### src/rtl/ser_to_par.sv
// ser_to_par: serial-to-parallel word assembler with optional even parity.
//
// Collects a framed serial bit stream (MSB first). A frame begins with
// start_i, followed by Size data bits (qualified by bitValid_i, gaps allowed)
// and, when ParityEn = 1, one even-parity bit. A good word is presented on
// data_o with a one-cycle writeEn_o strobe. A word with a parity mismatch is
// dropped and flagged with a one-cycle parityErr_o strobe.
//
// Ports:
//   clock        in   system clock, all state changes on posedge
//   reset        in   synchronous active-high reset, highest priority
//   start_i      in   frame start strobe (also aborts a frame in progress)
//   bit_i        in   serial data bit
//   bitValid_i   in   bit_i is valid this cycle
//   data_o       out  last good assembled word (registered)
//   writeEn_o    out  one-cycle strobe, data_o is new this cycle
//   busy_o       out  frame in progress (SHIFT or PARITY)
//   parityErr_o  out  one-cycle strobe, frame dropped on parity mismatch
module ser_to_par #(
  parameter int Size     = 8,
  parameter bit ParityEn = 1'b1
) (
  input  logic            clock,
  input  logic            reset,
  input  logic            start_i,
  input  logic            bit_i,
  input  logic            bitValid_i,
  output logic [Size-1:0] data_o,
  output logic            writeEn_o,
  output logic            busy_o,
  output logic            parityErr_o
);

  localparam int CntW = $clog2(Size + 1);
  localparam logic [CntW-1:0] LastBit = CntW'(Size - 1);

  typedef enum logic [1:0] {
    IDLE   = 2'd0,
    SHIFT  = 2'd1,
    PARITY = 2'd2,
    EMIT   = 2'd3
  } state_e;

  // Running even parity: fold one more bit into the accumulator.
  function automatic logic parity_next(input logic par, input logic b);
    return par ^ b;
  endfunction

  // Even parity holds when the accumulated data parity plus the parity bit is 0.
  function automatic logic parity_ok(input logic par, input logic b);
    return ~(par ^ b);
  endfunction

  state_e            state_q, state_d;
  logic [Size-1:0]   shift_q, shift_d;
  logic [CntW-1:0]   cnt_q, cnt_d;
  logic              par_q, par_d;
  logic [Size-1:0]   data_q, data_d;
  logic              good_q, good_d;
  logic              we_q, we_d;
  logic              perr_q, perr_d;
  logic              busy_q, busy_d;

  logic [Size-1:0]   shifted_s;
  logic              last_bit_s;

  assign shifted_s  = {shift_q[Size-2:0], bit_i};
  assign last_bit_s = (cnt_q == LastBit);

  // State, datapath and output registers.
  always_ff @(posedge clock) begin
    if (reset) begin
      state_q <= IDLE;
      shift_q <= '0;
      cnt_q   <= '0;
      par_q   <= 1'b0;
      data_q  <= '0;
      good_q  <= 1'b0;
      we_q    <= 1'b0;
      perr_q  <= 1'b0;
      busy_q  <= 1'b0;
    end else begin
      state_q <= state_d;
      shift_q <= shift_d;
      cnt_q   <= cnt_d;
      par_q   <= par_d;
      data_q  <= data_d;
      good_q  <= good_d;
      we_q    <= we_d;
      perr_q  <= perr_d;
      busy_q  <= busy_d;
    end
  end

  // Next-state logic; good_d is the verdict carried into EMIT.
  always_comb begin
    state_d = state_q;
    good_d  = good_q;
    case (state_q)
      IDLE: begin
        if (start_i) state_d = SHIFT;
        else         state_d = IDLE;
      end
      SHIFT: begin
        if (start_i) begin
          state_d = SHIFT;
        end else if (bitValid_i && last_bit_s) begin
          if (ParityEn) begin
            state_d = PARITY;
          end else begin
            state_d = EMIT;
            good_d  = 1'b1;
          end
        end else begin
          state_d = SHIFT;
        end
      end
      PARITY: begin
        if (start_i) begin
          state_d = SHIFT;
        end else if (bitValid_i) begin
          state_d = EMIT;
          good_d  = parity_ok(par_q, bit_i);
        end else begin
          state_d = PARITY;
        end
      end
      EMIT: begin
        if (start_i) state_d = SHIFT;
        else         state_d = IDLE;
      end
      default: state_d = IDLE;
    endcase
  end

  // Datapath: shift register, bit counter, running parity and output word.
  always_comb begin
    shift_d = shift_q;
    cnt_d   = cnt_q;
    par_d   = par_q;
    data_d  = data_q;
    case (state_q)
      IDLE: begin
        if (start_i) begin
          shift_d = '0;
          cnt_d   = '0;
          par_d   = 1'b0;
        end else begin
          shift_d = shift_q;
        end
      end
      SHIFT: begin
        // start_i wins over a same-cycle bit: the frame restarts clean.
        if (start_i) begin
          shift_d = '0;
          cnt_d   = '0;
          par_d   = 1'b0;
        end else if (bitValid_i) begin
          shift_d = shifted_s;
          cnt_d   = cnt_q + CntW'(1);
          par_d   = parity_next(par_q, bit_i);
          // Without a parity bit the word is complete on the last data bit.
          if (!ParityEn && last_bit_s) data_d = shifted_s;
          else                         data_d = data_q;
        end else begin
          shift_d = shift_q;
        end
      end
      PARITY: begin
        if (start_i) begin
          shift_d = '0;
          cnt_d   = '0;
          par_d   = 1'b0;
        end else if (bitValid_i && parity_ok(par_q, bit_i)) begin
          data_d = shift_q;
        end else begin
          data_d = data_q;
        end
      end
      EMIT: begin
        // Cleared unconditionally so a back-to-back frame starts clean.
        shift_d = '0;
        cnt_d   = '0;
        par_d   = 1'b0;
      end
      default: begin
        shift_d = '0;
        cnt_d   = '0;
        par_d   = 1'b0;
      end
    endcase
  end

  // Output decode from the next state so the strobes are registered.
  always_comb begin
    we_d   = 1'b0;
    perr_d = 1'b0;
    busy_d = 1'b0;
    if (state_d == EMIT) begin
      we_d   = good_d;
      perr_d = ~good_d;
    end else begin
      we_d   = 1'b0;
      perr_d = 1'b0;
    end
    if ((state_d == SHIFT) || (state_d == PARITY)) busy_d = 1'b1;
    else                                           busy_d = 1'b0;
  end

  assign data_o      = data_q;
  assign writeEn_o   = we_q;
  assign busy_o      = busy_q;
  assign parityErr_o = perr_q;

endmodule

### config.mk
export PLATFORM = sky130hd
export DESIGN_NAME = ser_to_par
export DESIGN_NICKNAME = d
export VERILOG_FILES = /design/src/rtl/ser_to_par.sv
export SDC_FILE = /design/constraint.sdc
export NUM_CORES = 1
export LEC_CHECK = 0
export CAP_MARGIN = 20
export CORE_ASPECT_RATIO = 0.7
export CORE_MARGIN = 2
export CORE_UTILIZATION = 50
export DETAILED_ROUTE_END_ITERATION = 7
export MAX_ROUTING_LAYER = met4
export PLACE_DENSITY = 0.73
export SETUP_SLACK_MARGIN = 0.1
export SLEW_MARGIN = 20
export SYNTH_ARGS = -nofsm -noshare
export SYNTH_HDL_FRONTEND = slang
export SYNTH_SLANG_ARGS = --single-unit
export TNS_END_PERCENT = 100
### constraint.sdc
create_clock -name clock -period 2 [get_ports clock]
set_clock_uncertainty 0.1 [all_clocks]
set_input_delay 0.2 -clock clock [delete_from_list [all_inputs] [get_ports clock]]
set_output_delay 0.2 -clock clock [all_outputs]
set_load 0.005 [all_outputs]
==> results_dict.tcl <==
set metrics [dict create \
    status "finished, final reports clean" \
    hpwl_um 1860 \
    maxCapViolations 0 \
    diodes 0 \
    fin_tns_setup_ns 0 \
    grt.total_usage_pct 20.3 \
    max_freq_ghz 0.572 \
    root_buffer "clkbuf_4" \
    finalHoldViolations 0 \
    path_class "reg -> reg" \
    fin_util_pct 61.7 \
    power.total_mw 0.869 \
    yosys_register_bits 27 \
    syn_area_mm2 0.00128 \
    antenna_found_initial 0 \
    drt-initial-drc-count 50 \
    dr.pass1.iters 4 \
    yosys_warnings 0 \
    avgSynthCellArea_um2 9.23 \
    yosysTopAreaCellShare_pct 42.1 \
    grt-ovfl-total 0 \
    layout-area-overhead-vs-synth_pct 17.4 \
    post-route-period-util_pct 87.4 \
    holdWs_ns 0.381 \
    detail-route-antenna-nets 0 \
    crit_required_ns 2.16 \
    synth_nets 150 \
    numCtsBuffers 3 \
    mostFrequentLayoutCells "dfxtp_1 (26), nand2b_1 (18), clkdlybuf4s50_1 (15), a21oi_1 (14), nand4_1 (12)" \
    seq_area_frac_synth_pct 42.1 \
    grt_pass1_wl_um 4440 \
    routed_wl_um 2590 \
    synth-xor-area-share_pct 0.683 \
    synth.distinct_cells 34 \
    peakVddDrop_mv 0.332 \
    yosys.area.top_type "dfxtp_1" \
    pre_cts_ws_ns 0.0203 \
    final_area_mm2 0.00151 \
    place_area_mm2 0.00145 \
    nNetsFinal 164 \
    gp_congestion 0.828 \
    netlist_instances 139 \
    end_kind "flip-flop" \
    power_density_mw_per_mm2 577 \
    clock-sinks 27 \
    cts_tree "yes" \
    h-tree-depth 1 \
    core_mm2 0.00244 \
    path_max_fanout 3 \
    synth_top_family_by_area "simple AND/OR/NAND/NOR gates" \
    io_buffers 15 \
    vias 1042 \
    clock_path_buffers 2 \
    rows 15 \
    viasPerCell 5.60 \
    die_h_um 46.4 \
    drcViolationCount 0 \
    synth.area.top_cells "dfxtp_1 (42%), nand2b_1 (8.8%), mux2i_1 (6.2%)" \
    worst_pin_slew_ns 0.487 \
    cts_setup_buffers 0 \
    worstSetupStartpointType "flip-flop" \
    clock_latency_ns 0.32 \
    cts.clk_slew.worst_paths_ns 0.14 \
    p_leak_nw 0.484 \
    grt_pass1_vias 898 \
    fin_cells 186 \
    min_path_type "reg -> reg" \
    rsz0062_at_grt "no" \
    synth_compound_area_share_pct 13.9 \
    synth_fa_ha_area_share_pct 5.85 \
    io_pins 16 \
    die_area_mm2 0.00299 \
    final_common_cell "dfxtp_1" \
    synth.area.mux_share_pct 6.24 \
    synth_simple_gate_area_share_pct 26.5 \
    worstPathArrival_ns 1.91 \
    drt-wirelength-per-cell_um 13.9 \
    worst_slack_ns 0.251 \
    layout_min_cycle_time_ns 1.75 \
    numPlacedInstances 182 \
    relSlewSlack_pct 67.6 \
    drive_above_1_share_pct 10.5 \
    die_w_um 64.5 \
    start_util_pct 52.6 \
    grt_max_degree 22 \
    slew_violations 0 \
    setup_violations 0 \
]
==> area by class of cell <==
cell class / count / area, um2
timing repair buffer: 19 / 180
multi-input combinational: 100 / 706
clock buffer: 3 / 22.5
inverter: 2 / 7.51
clock inverter: 1 / 5.00
fill: 218 / 935
sequential: 27 / 542
tap: 34 / 42.5
==> report_power, final <==
group	switching, mW	internal [mW]
Combinational	0.0548	0.0381
Sequential	0.00393	0.543
Clock	0.155	0.0750
==> kinds of logic after synthesis <==
group                    Yosys count
AO/OA/AOI/OAI                     32
XOR/XNOR                           1
adder cells (fa/ha/maj)            6
buffers and inverters             12
flip-flops                        27
multiplexers                       8
AND/OR/NAND/NOR                   53
==> metal layers <==
metal | wire [um] | global-route usage (%) | vias to the layer above | part of all wire, %
met5 | 0 | - | - | 0
met4 | 19 | 5.11 | 0 | 0.73
met3 | 145 | 5.38 | 2 | 5.6
met2 | 1180 | 30.2 | 26 | 46
met1 | 1240 | 27.6 | 494 | 48
li1 | - | - | 520 | -
==> synthesized netlist by cell type <==
| library cell | number |
|---|---|
| or3_1 | 1 |
| nand4_1 | 12 |
| o31ai_1 | 2 |
| nor2b_1 | 5 |
| clkbuf_1 | 5 |
| o21ba_2 | 1 |
| ha_1 | 6 |
| nor3b_1 | 2 |
| a21oi_1 | 14 |
| nand4b_1 | 2 |
| nand2_1 | 1 |
| a31oi_1 | 1 |
| clkbuf_2 | 1 |
| buf_4 | 1 |
| nor2_1 | 2 |
| nand2b_1 | 18 |
| buf_2 | 2 |
| or2_2 | 2 |
| a211oi_1 | 1 |
| o21ai_0 | 11 |
| and2b_2 | 1 |
| a2111oi_0 | 1 |
| or2_1 | 1 |
| and4b_1 | 1 |
| nor3_1 | 1 |
| o21ai_1 | 1 |
| nand3_1 | 2 |
| nor3b_2 | 1 |
| inv_1 | 2 |
| and2_1 | 1 |
| xor2_1 | 1 |
| buf_6 | 1 |
| dfxtp_1 | 27 |
| mux2i_1 | 8 |
==> worst max-delay path, stage by stage, from the launching register on <==
cell and delay [ns]:
dfxtp_2 0.40, inv_1 0.07, ha_1 0.28, nor3b_2 0.16
a211oi_1 0.25, ha_1 0.18, nand2b_1 0.07, nor3b_1 0.17
==> path summary, 6_finish.rpt <==
check,startpoint,depth (start not counted),slack [ns],end
setup / recovery,state_q[0],7,0.25,parityErr_o
hold / removal,shift_q[7],2,0.38,data_o[7]
setup reg to reg,state_q[0],7,0.25,parityErr_o
hold reg to reg,shift_q[7],2,0.38,data_o[7]
==> sequential cells by signal, indices dropped and copies added, names as in the netlist <==
name         cells
writeEn_o        1
good_q           1
parityErr_o      1
par_q            1
busy_o           1
shift_q          8
state_q          2
cnt_q            4
data_o           8
==> what timing repair did <==
action,in CTS,in global routing
endpoints found under the setup margin,0,4
gates resized for setup,0,5
hold buffers,0,0
Power figures use the tool's default switching activity.
==> variant: new RTL, same flow settings <==
Make the reset (`reset`) asynchronous in one clocked block. Comments in the files are not updated.
--- a/src/rtl/ser_to_par.sv
+++ b/src/rtl/ser_to_par.sv
@@ -68,7 +68,7 @@
   assign last_bit_s = (cnt_q == LastBit);
 
   // State, datapath and output registers.
-  always_ff @(posedge clock) begin
+  always_ff @(posedge clock or posedge reset) begin
     if (reset) begin
       state_q <= IDLE;
       shift_q <= '0;
Behaviour: differs if reset is asserted again (counterexample within 4 cycles, from zero or initial values and one cycle with reset high); with reset held inactive, the same outputs for 10 cycles.
==> variant against the original RTL <==
  * Routed wire length decreased by 20%
  * Synthesized cell count fell by 32%
  * Via count is 26% lower
  * Synthesized area shrank 3.4%
  * Sequential cell count did not move
  * Design area shrank 2.7%
  * Power grew 16%
  * Setup slack got worse by 0.025 ns
  * Critical path type unchanged
  * Largest cell class is now flip-flops and latches
  * Highest routed layer unchanged
==> variant: results (changes against the original RTL) <==
- Outcome: finished, final reports clean
- Slowest-stage cell, CP: dfrtp_1
- Synth top cells by count: 27 x dfrtp_1, 9 x a22o_1, 8 x mux2_1
- Mux cell area share after synthesis: 8.18% (+1.9 points)
- Top post-synthesis cells by area: dfrtp_1 55%, mux2_1 7.3%, a22o_1 6.4%
- Post-Synth XOR/XNOR Area: 0% (-0.68 points)
- GRT Total Usage: 17.5% (-2.7 points)
- Area of the mapped netlist: 1240 sq um (-3.4%)
- Yosys cell types: 31 (-8.8%)
- Post-DP HPWL: 1540 um (-17%)
- Worst Tran Pin Value: 0.455 ns (-0.0321 ns)
- Ratio of cells with drive above 1 in the final layout: 15.0% (+4.5 points)
- Hold WC Path Type: in -> async
- PortBufs: 15 (unchanged)
- Worst VDD drop: 0.416 mV (+25%)
- Crit-path max FO: 6 (+3)
- Detailed Route WL: 2060 um (-20%)
- Post-layout nets: 124 (-24%)
- Post-CTS Setup Repair Bufs: 0 (unchanged)
- Placed cells: 143 (-21%)
- Worst slack at placement: 0.150 ns (+0.129 ns)
- R2R setup slack: 0.23 ns (-0.03 ns)
- Mean Syn Cell Area: 13.2 sq um (+43%)
- Vias after detailed routing: 768 (-26%)
- Clock Latency Late Sink: 0.34 ns (+0.02 ns)
- Maximum buffer depth of the clock tree: 2 (unchanged)
- Worst path max stage delay: 0.44 ns (+0.04 ns)
- Post-DP Area: 1430 sq um (-1.6%)
- Routability Congestion: 0.707 (-15%)
- Largest net degree at the start of global routing: 28 (+27%)
- Via density: 5.22 (-6.7%)
- CP Data Arrival Time: 1.91 ns (about the same)
- Register area share after synthesis: 54.5% (+12 points)
- Global-route wire length before repair: 3500 um (-21%)
- Tmin final: 1.77 ns (+0.0253 ns)
- Crit path from: state_q[0]
- Vias in the first global route: 748 (-17%)
- Complex-gate fraction of the synthesized area: 13.2% (-0.62 points)
- Leak: 0.703 nW (+45%)
- Synth Net Count: 104 (-31%)
## variant: per-layer routing
| metal | up-vias | share of wire (%) | GRT usage [%] |
|---|---|---|---|
| met5 | - | 0 | - |
| met4 | 0 | 2.3 | 9.13 |
| met3 | 5 | 3.4 | 5.94 |
| met2 | 12 | 42 | 24.8 |
| met1 | 375 | 52 | 22.7 |
| li1 | 376 | - | - |
## variant: power breakdown
group,internal (mW),switching (mW)
clock network,0.0819,0.169
logic,0.0761,0.0889
registers,0.572,0.0195
total,0.729,0.277
## variant: cell families (layout without fill, tap and decap cells)
family,Yosys count,in the layout
adders and majority gates,5,5
AOI/OAI and AO/OA,20,20
DFF,27,27
and+or+nand+nor,23,23
buffers and inverters,10,29
muxes,9,9
## variant: worst max-delay path: cells and delay by family (launching register included)
kind                       cells  cell delay, ns
DFF                            1            0.44
muxes                          1            0.33
and+or+nand+nor                2            0.30
buffers and inverters          2            0.27
adders and majority gates      1            0.23
## variant: worst min-delay path by stage
stage,slack (ns),end,cells past startpoint,startpoint
after floorplan,0.15,busy_o,1,reset
after global placement,0.37,data_o[0],1,data_o[0]
after detailed placement,0.38,data_o[4],1,data_o[4]
after CTS,0.1,data_o[4],3,reset
after global routing,0.13,data_o[2],3,reset
final,0.09,data_o[4],3,reset
## variant: area by class of cell
| class | count | area (sq um) | share of cell area [%] |
|---|---|---|---|
| multi-input combinational | 57 | 504 | 34.4 |
| inverter | 4 | 15.0 | 1.03 |
| clock buffer | 3 | 22.5 | 1.54 |
| timing repair buffer | 21 | 195 | 13.3 |
| tap | 34 | 42.5 | 2.91 |
| sequential | 27 | 676 | 46.2 |
| clock inverter | 1 | 8.76 | 0.598 |
## variant: repair_timing
item / 4_1_cts / 5_1_grt
endpoints found under the hold margin: 0 / 0
setup endpoints to repair: 0 / 4
gates resized for setup: 0 / 1
